File: src/rtl/vote_pkg.sv
// Shared state encodings and sizing helpers for the vote frame assembler.
package vote_pkg;

  typedef enum logic [1:0] {
    ST_IDLE = 2'd0,
    ST_FILL = 2'd1,
    ST_HOLD = 2'd2
  } vote_st_e;

  localparam int N_VOTES_DEF = 7;
  localparam int IDX_W_DEF   = $clog2(N_VOTES_DEF);

  // Index width that never collapses to zero bits for tiny frames.
  function automatic int idx_w(input int n);
    return (n > 1) ? $clog2(n) : 1;
  endfunction

endpackage

File: src/rtl/vote_gap_timer.sv
// Idle-gap watchdog for a partially filled frame; only built with VOTE_TIMEOUT_EN.
`ifdef VOTE_TIMEOUT_EN
module vote_gap_timer #(
  parameter int TIMEOUT_CYC = 16
) (
  input  logic clk,
  input  logic rst_n,
  input  logic active_i,
  input  logic accept_i,
  output logic expire_o
);

  localparam int CW = $clog2(TIMEOUT_CYC + 1);

  logic [CW-1:0] cnt_q, cnt_d;

  // Expiry is the edge on which the gap count would reach TIMEOUT_CYC; an accept on that edge wins.
  assign expire_o = active_i & ~accept_i & (cnt_q == CW'(TIMEOUT_CYC - 1));

  always_comb begin
    cnt_d = cnt_q + 1'b1;
    if (!active_i || accept_i || expire_o) cnt_d = '0;
  end

  always_ff @(posedge clk or negedge rst_n) begin
    if (!rst_n) cnt_q <= '0;
    else        cnt_q <= cnt_d;
  end

endmodule
`endif

File: src/rtl/vote_frame_assembler.sv
// Serial vote collector feeding the 7-input majority stage over valid/ready.
// Optional idle-gap abort is enabled by defining VOTE_TIMEOUT_EN.
module vote_frame_assembler
  import vote_pkg::*;
#(
  parameter int N_VOTES     = N_VOTES_DEF,
  parameter int TIMEOUT_CYC = 16,
  parameter int FCNT_W      = 8
) (
  input  logic               clk,
  input  logic               rst_n,
  input  logic               vote_valid,
  input  logic               vote_bit,
  output logic               vote_ready,
  output logic               frame_valid,
  output logic [N_VOTES-1:0] frame_data,
  input  logic               frame_ready,
  output logic [FCNT_W-1:0]  frame_count,
  output logic               abort
);

  localparam int             IDX_W    = idx_w(N_VOTES);
  localparam logic [IDX_W-1:0] LAST_IDX = IDX_W'(N_VOTES - 1);

  vote_st_e           state_q;
  logic [IDX_W-1:0]   idx_q;
  logic [N_VOTES-1:0] sh_q, sh_d, frame_data_q;
  logic               frame_valid_q;
  logic [FCNT_W-1:0]  fcnt_q;
  logic               accept, expire;

  assign vote_ready  = (state_q != ST_HOLD);
  assign accept      = vote_valid & vote_ready;
  assign frame_valid = frame_valid_q;
  assign frame_data  = frame_data_q;
  assign frame_count = fcnt_q;

  always_comb begin
    sh_d = sh_q;
    if (accept) sh_d[idx_q] = vote_bit;
  end

`ifdef VOTE_TIMEOUT_EN
  logic abort_q;

  vote_gap_timer #(.TIMEOUT_CYC(TIMEOUT_CYC)) u_gap (
    .clk      (clk),
    .rst_n    (rst_n),
    .active_i (state_q == ST_FILL),
    .accept_i (accept),
    .expire_o (expire)
  );

  always_ff @(posedge clk or negedge rst_n) begin
    if (!rst_n) abort_q <= 1'b0;
    else        abort_q <= expire;
  end

  assign abort = abort_q;
`else
  assign expire = 1'b0;
  assign abort  = 1'b0;
`endif

  always_ff @(posedge clk or negedge rst_n) begin
    if (!rst_n) begin
      state_q       <= ST_IDLE;
      idx_q         <= '0;
      sh_q          <= '0;
      frame_data_q  <= '0;
      frame_valid_q <= 1'b0;
      fcnt_q        <= '0;
    end else begin
      case (state_q)
        ST_IDLE, ST_FILL: begin
          if (accept) begin
            if (idx_q == LAST_IDX) begin
              // Word is complete: publish it and clear the shifter for the next frame.
              state_q       <= ST_HOLD;
              frame_data_q  <= sh_d;
              frame_valid_q <= 1'b1;
              idx_q         <= '0;
              sh_q          <= '0;
            end else begin
              state_q <= ST_FILL;
              idx_q   <= idx_q + 1'b1;
              sh_q    <= sh_d;
            end
          end else if (expire) begin
            state_q <= ST_IDLE;
            idx_q   <= '0;
            sh_q    <= '0;
          end
        end
        ST_HOLD: begin
          if (frame_ready) begin
            state_q       <= ST_IDLE;
            frame_valid_q <= 1'b0;
            fcnt_q        <= fcnt_q + 1'b1;
            idx_q         <= '0;
          end
        end
        default: state_q <= ST_IDLE;
      endcase
    end
  end

endmodule
File: config.mk
export PLATFORM = sky130hd
export DESIGN_NAME = vote_frame_assembler
export DESIGN_NICKNAME = d
export VERILOG_FILES = /design/src/rtl/vote_pkg.sv /design/src/rtl/vote_gap_timer.sv /design/src/rtl/vote_frame_assembler.sv
export SDC_FILE = /design/constraint.sdc
export NUM_CORES = 1
export LEC_CHECK = 0
export BUFFER_PORTS_ARGS = -buffer_cell sky130_fd_sc_hd__clkbuf_2
export CORE_AREA = 2 2 74 76
export DETAILED_ROUTE_END_ITERATION = 8
export DIE_AREA = 0 0 76 78
export SKIP_LAST_GASP = 1
export SLEW_MARGIN = 20
export SYNTH_ARGS = -nofsm -noshare
export SYNTH_HDL_FRONTEND = slang
export SYNTH_HIERARCHICAL = 1
export SYNTH_SLANG_ARGS = --single-unit
File: constraint.sdc
create_clock -name clk -period 1.5 [get_ports clk]
set_input_delay 0.3 -clock clk [delete_from_list [all_inputs] [get_ports clk]]
set_output_delay 0.3 -clock clk [all_outputs]
set_load 0.01 [all_outputs]
======== Word level (Yosys, flattened, before mapping) ========
Index checks and enable logic that the tools add are counted.
operators by class
  equal/unequal tests ..................... 7
  multiplexer cells ....................... 16
  reduce and logical (&&, ||, !) cells .... 10
  add/subtract/negate cells ............... 2
  bitwise logic cells ..................... 1
  magnitude comparators ................... 2
operator list
  kind                                                               number
  two-way mux 3 bit                                                  3
  adder 8 x 1 -> 8 bit, second input constant                        1
  != test 2 bit, second input constant                               4
  bitwise mux 7 bit                                                  1
  two-way mux 7 bit                                                  1
  two-way mux 2 bit                                                  3
  one-hot mux 3 bit (2 select lines)                                 1
  AND reduction 2 bit                                                3
  AND reduction 3 bit                                                2
  < comparator 3 x 4 -> 1 bit, second input constant                 1
  two-way mux 1 bit                                                  4
  one-hot mux 2 bit (2 select lines)                                 1
  AND reduction 4 bit                                                1
  adder 3 x 1 -> 3 bit, second input constant                        1
  demux 1 bit (select 3 bit)                                         1
  == test 3 bit, second input constant                               1
  greater-or-equal comparator 3 x 1 -> 1 bit, second input constant  1
  == test 2 x 1 -> 1 bit, second input constant                      1
  == test 2 bit, second input constant                               1
  zero test 2 bit                                                    1
  one-hot mux 1 bit (2 select lines)                                 1
  nonzero test 2 bit                                                 1
  OR reduction 2 bit                                                 1
  AND 1 bit                                                          1
  logical AND 1 bit                                                  1
storage, ports and cells
  output and inout bits ................... 18
  word-level logic and storage cells ...... 44
  bits in registers ....................... 28
  input port bits ......................... 5

======== Depth between registers and ports, before layout ========
  depth after elaboration ................. 6
  gate-level depth with buffers ........... 4
  depth with buffers taken out ............ 4

======== Worst setup path after synthesis ========
Ideal clock, no wire load.
  kind .................................... register to register
  start point ............................. reg state_q[1]
  end point ............................... reg frame_data_q[6], in the netlist frame_data[6]
  slack ................................... -0.044 ns
  data arrival time ....................... 1.419 ns
  buffers on the path ..................... 1
  setup time .............................. 0.125 ns
  data required time ...................... 1.375 ns
  cell stages (with the launch flop) ...... 5
  period minus slack after synthesis ...... 1.544 ns
  cells stage by stage .................... dfrtp_1 > or3b_1 > buf_6 > nor2_8 > mux2_2
on the way
  word-level cells in the longest chain between the ends .. 3
  elaborated cells between the ends (all ways) .. 6
  classes of those cells .................. eq/ne (2); bitwise (1); reduce/logical (3)
ends and longest elaborated chain
  what                                             RTL line                                                source
  from (decl)                                      vote_frame_assembler.sv:25                              vote_st_e state_q;
  from (signal assigned)                           vote_frame_assembler.sv:67                              state_q <= ST_IDLE;
  from (signal assigned)                           vote_frame_assembler.sv:79                              state_q <= ST_HOLD;
  from (signal assigned)                           vote_frame_assembler.sv:85                              state_q <= ST_FILL;
  != test 2 bit, or another cell as far along      vote_frame_assembler.sv:32                              assign vote_ready = (state_q != ST_HOLD);
  AND 1 bit or OR reduction 2 bit (tied branches)  vote_frame_assembler.sv:33, vote_frame_assembler.sv:74
  AND reduction 3 bit (no line) (*)                -
  to (signal assigned)                             vote_frame_assembler.sv:70                              frame_data_q <= '0;
  to (signal assigned)                             vote_frame_assembler.sv:80                              frame_data_q <= sh_d;
  to (decl)                                        vote_frame_assembler.sv:27                              logic [N_VOTES-1:0] sh_q, sh_d, frame_data_q;
Every way passes the cells marked *; elsewhere a longest branch is shown, timed or not.
A chain may end at the register's enable or synchronous reset.

======== Worst setup path in the final report ========
  start point ............................. reg idx_q[0]
  end point ............................... reg sh_q[0]
on the way
  word-level cells in the longest chain between the ends .. 6
  elaborated cells between the ends (all ways) .. 8
  classes of those cells .................. order compare (2); eq/ne (1); mux (4); reduce/logical (1)
ends and longest elaborated chain
  what                                                                                                             RTL line                    source
  from (decl)                                                                                                      vote_frame_assembler.sv:26  logic [IDX_W-1:0] idx_q;
  from (signal assigned)                                                                                           vote_frame_assembler.sv:86  idx_q <= idx_q + 1'b1;
  < comparator 3 x 4 -> 1 bit (implied by the code) or greater-or-equal comparator 3 x 1 -> 1 bit (tied branches)  vote_frame_assembler.sv:40  if (accept) sh_d[idx_q] = vote_bit;
  logical AND 1 bit (implied by the code)                                                                          vote_frame_assembler.sv:40
  two-way mux 1 bit (implied by the code)                                                                          vote_frame_assembler.sv:40
  demux 1 bit (select 3 bit)                                                                                       vote_frame_assembler.sv:40
  bitwise mux 7 bit                                                                                                vote_frame_assembler.sv:40
  two-way mux 7 bit (*)                                                                                            vote_frame_assembler.sv:77  if (idx_q == LAST_IDX) begin
  to (signal assigned)                                                                                             vote_frame_assembler.sv:83  sh_q <= '0;
  to (signal assigned)                                                                                             vote_frame_assembler.sv:87  sh_q <= sh_d;
  to (signal assigned)                                                                                             vote_frame_assembler.sv:92  sh_q <= '0;
  to (decl)                                                                                                        vote_frame_assembler.sv:27
Marks and branches as above.

==> out/qor.tcl <==
set qor(yosys.cell_count.top_type) {dfrtp_1}
set qor(achievable-frequency_mhz) 691.7
set qor(synth_enable_flop_cells) 0
set qor(cts_clock_pin_slew_for_the_worst_setup_and_hold_paths_ps) 100
set qor(synthTopCellsByCount) {dfrtp_1, nand2_1, nor2_1}
set qor(fillers) 531
set qor(synthDominantCellAreaShare) 0.5460
set qor(worstSetupPathType) {flop to flop}
set qor(die_width_um) 76
set qor(detailedRoute.firstIterationViolations) 24
set qor(timing.critical_path.required_ps) 1670
set qor(cts-buffers-inserted) 3
set qor(yosys-top-cells-area) {dfrtp_1, mux2_2, xor2_1}
set qor(grt_setup_unrepaired) {no}
set qor(final_worst_path_period_share) 0.9638
set qor(drv_slew) 0
set qor(gr-usage-all-layers) 0.08607
set qor(drive_gt1_frac) 0.3235
set qor(synth.net_count) 114
set qor(io_pins) 23
set qor(synth.avg_cell_area_um2) 11.46
set qor(cp-end-kind) {flop}
set qor(grt_overflow) 0
set qor(port_buffers) 21
set qor(totalPowerFinal_mw) 2.553
set qor(worst_ep_arrival_time_ps) 1610
set qor(p_leak_nw) 0.7604
set qor(status) {completed}
set qor(crit_path_start) {idx_q[0]}
set qor(antenna_found_initial) 0
set qor(floorplan.die.height_um) 78
set qor(clock_tree.buffer_depth) 2
set qor(drcViolationCount) 0
set qor(min-delay-path-class) {primary input to async pin}
set qor(core-area_mm2) 0.005042
set qor(route.detailed.vias_per_inst) 4.320
set qor(gpl.final_weighted_congestion) 0.6923
set qor(sink_count_of_the_clock_tree) 27
set qor(mappedNetlistArea_mm2) 0.001237
set qor(min_period_ps) 1446
set qor(grt_start_max_net_pins) 28
set qor(first_global_vias) 835
set qor(antenna_violating_nets_post_route) 0
set qor(estimated_wirelength_of_the_detail_placed_design_mm) 1.787
set qor(firstDrtPassIters) 4
set qor(ys_types) 36
set qor(maxCapViolations) 0
set qor(synth.yosys.seq_area_share) 0.5460
set qor(die_area_mm2) 0.005928
set qor(wl_per_cell_um) 11.83
set qor(num-nets-final) 143
set qor(antenna_cells_inserted) 0
set qor(cp-start-kind) {flop}
set qor(worst_ir_drop_vdd_mv) 0.6127
set qor(critical_path.reg2reg.startpoint) {idx_q[0]}
set qor(yosysWarnings) 6
set qor(asyncSetResetFlopFracSynth) 1.000
set qor(num_vias) 890
set qor(final.setup_skew_ps) 9.056
set qor(insertion_delay_ps) 280
set qor(postSynthRegisterBits) 27
set qor(cts.root.buffer_cell) {clkbuf_8}
set qor(netlist.top_cell.by_area) {dfrtp_1}
set qor(route.final.wire_length_mm) 2.438
set qor(area_growth_syn_to_layout_pct) 22.85
set qor(multi_input_comb_area_um2) 513.0
set qor(cts-htree-levels) 1
set qor(setup-violations-final) 0
set qor(wire_length_of_the_first_global_routing_pass_mm) 4.077
set qor(top_ff_cell_synth) {dfrtp_1}
set qor(syn_inst) 108
set qor(cp_max_fo) 6
set qor(rows) 26
set qor(hold_ws_ps) 1.086
set qor(finalHoldViolCount) 0
set qor(initial_utilization) 0.2454
set qor(sequential_cell_area_um2) 675.6
set qor(power_density_mw_per_mm2) 1680
set qor(cts_tree) {yes}
[layout by cell type, fill, tap and decap left out, types with 3 or more instances in the layout]
cell type and count:
xor2_1 5, nor2b_1 3, nand2_1 8, a41o_1 3, nor2_1 7, inv_1 6, clkbuf_2 21, nand4_1 3
nor3_1 3, dfrtp_1 27, clkbuf_8 3, buf_4 9, mux2_2 6
[report_power, final]
part           switching (mW)  leakage (nW)  internal, mW
sequential              0.150         0.345         0.975
combinational           0.527         0.394         0.475
clock                   0.238        0.0217         0.189
total                   0.914         0.760          1.64
[cells by family after synthesis]
family / synth area share
other cells: 0.003030
compound gates: 0.1203
fa+ha+maj: 0.01011
xor+xnor: 0.04955
buf+inv: 0.04550
mux: 0.07280
flops: 0.5460
simple gates: 0.1527
[through the flow]
| step | instance area [um^2] | setup TNS [ps] | instances | worst slack (ps) | util |
|---|---|---|---|---|---|
| 2_1_floorplan | 1237 | 0 | 108 | 2.988 | - |
| 3_3_place_gp | 1464 | 0 | 202 | 15.26 | 0.2903 |
| 3_5_place_dp | 1464 | -20.27 | 202 | -20.27 | 0.2903 |
| 4_1_cts | 1515 | 0 | 206 | 18.33 | 0.3005 |
| 5_1_grt | 1520 | 0 | 206 | 14.38 | 0.3015 |
| 6_report | 1520 | 0 | 206 | 54.32 | 0.3015 |
[final timing paths]
path	to	slack, ps	cells past startpoint
max in group asynchronous	frame_count[3]	1240	2
min reg2reg	frame_count[7]	470	1
min	frame_data[1]	1	2
min in group clk	state_q[1]	260	2
max reg2reg	sh_q[0]	50	4
max	sh_q[0]	50	4
[flip-flops by register name (all words and copies together) (netlist names)]
register     cells
frame_count      8
idx_q            3
frame_valid      1
state_q          2
frame_data       7
sh_q             6
[cell type report]
cell class	count	share of cell area
Clock buffer	3	0.02716
Clock inverter	1	0.004938
Inverter	6	0.01481
Multi-Input combinational cell	69	0.3374
Sequential cell	27	0.4444
Tap cell	70	0.05761
Timing Repair Buffer	30	0.1136
[layer usage]
layer / wire length (um) / global-route usage / vias to the layer above
li1: - / - / 433
met2: 1087 / 0.1402 / 18
met3: 102 / 0.02674 / 5
met5: 0 / 0 / -
met4: 38 / 0.03818 / 0
met1: 1210 / 0.1051 / 434
[critical path, stage by stage, from the launching register on]
cell and delay, ps:
dfrtp_1 390, or3b_4 430, buf_4 180, o31ai_2 230, o41ai_1 100
[timing repair]
item,4_1_cts,5_1_grt
buffers inserted,0,0
hold buffers,0,0
setup endpoints to repair,6,1
hold endpoints to repair,0,0
gates resized for setup,1,1
No activity file was read; power rests on OpenSTA's default activity.
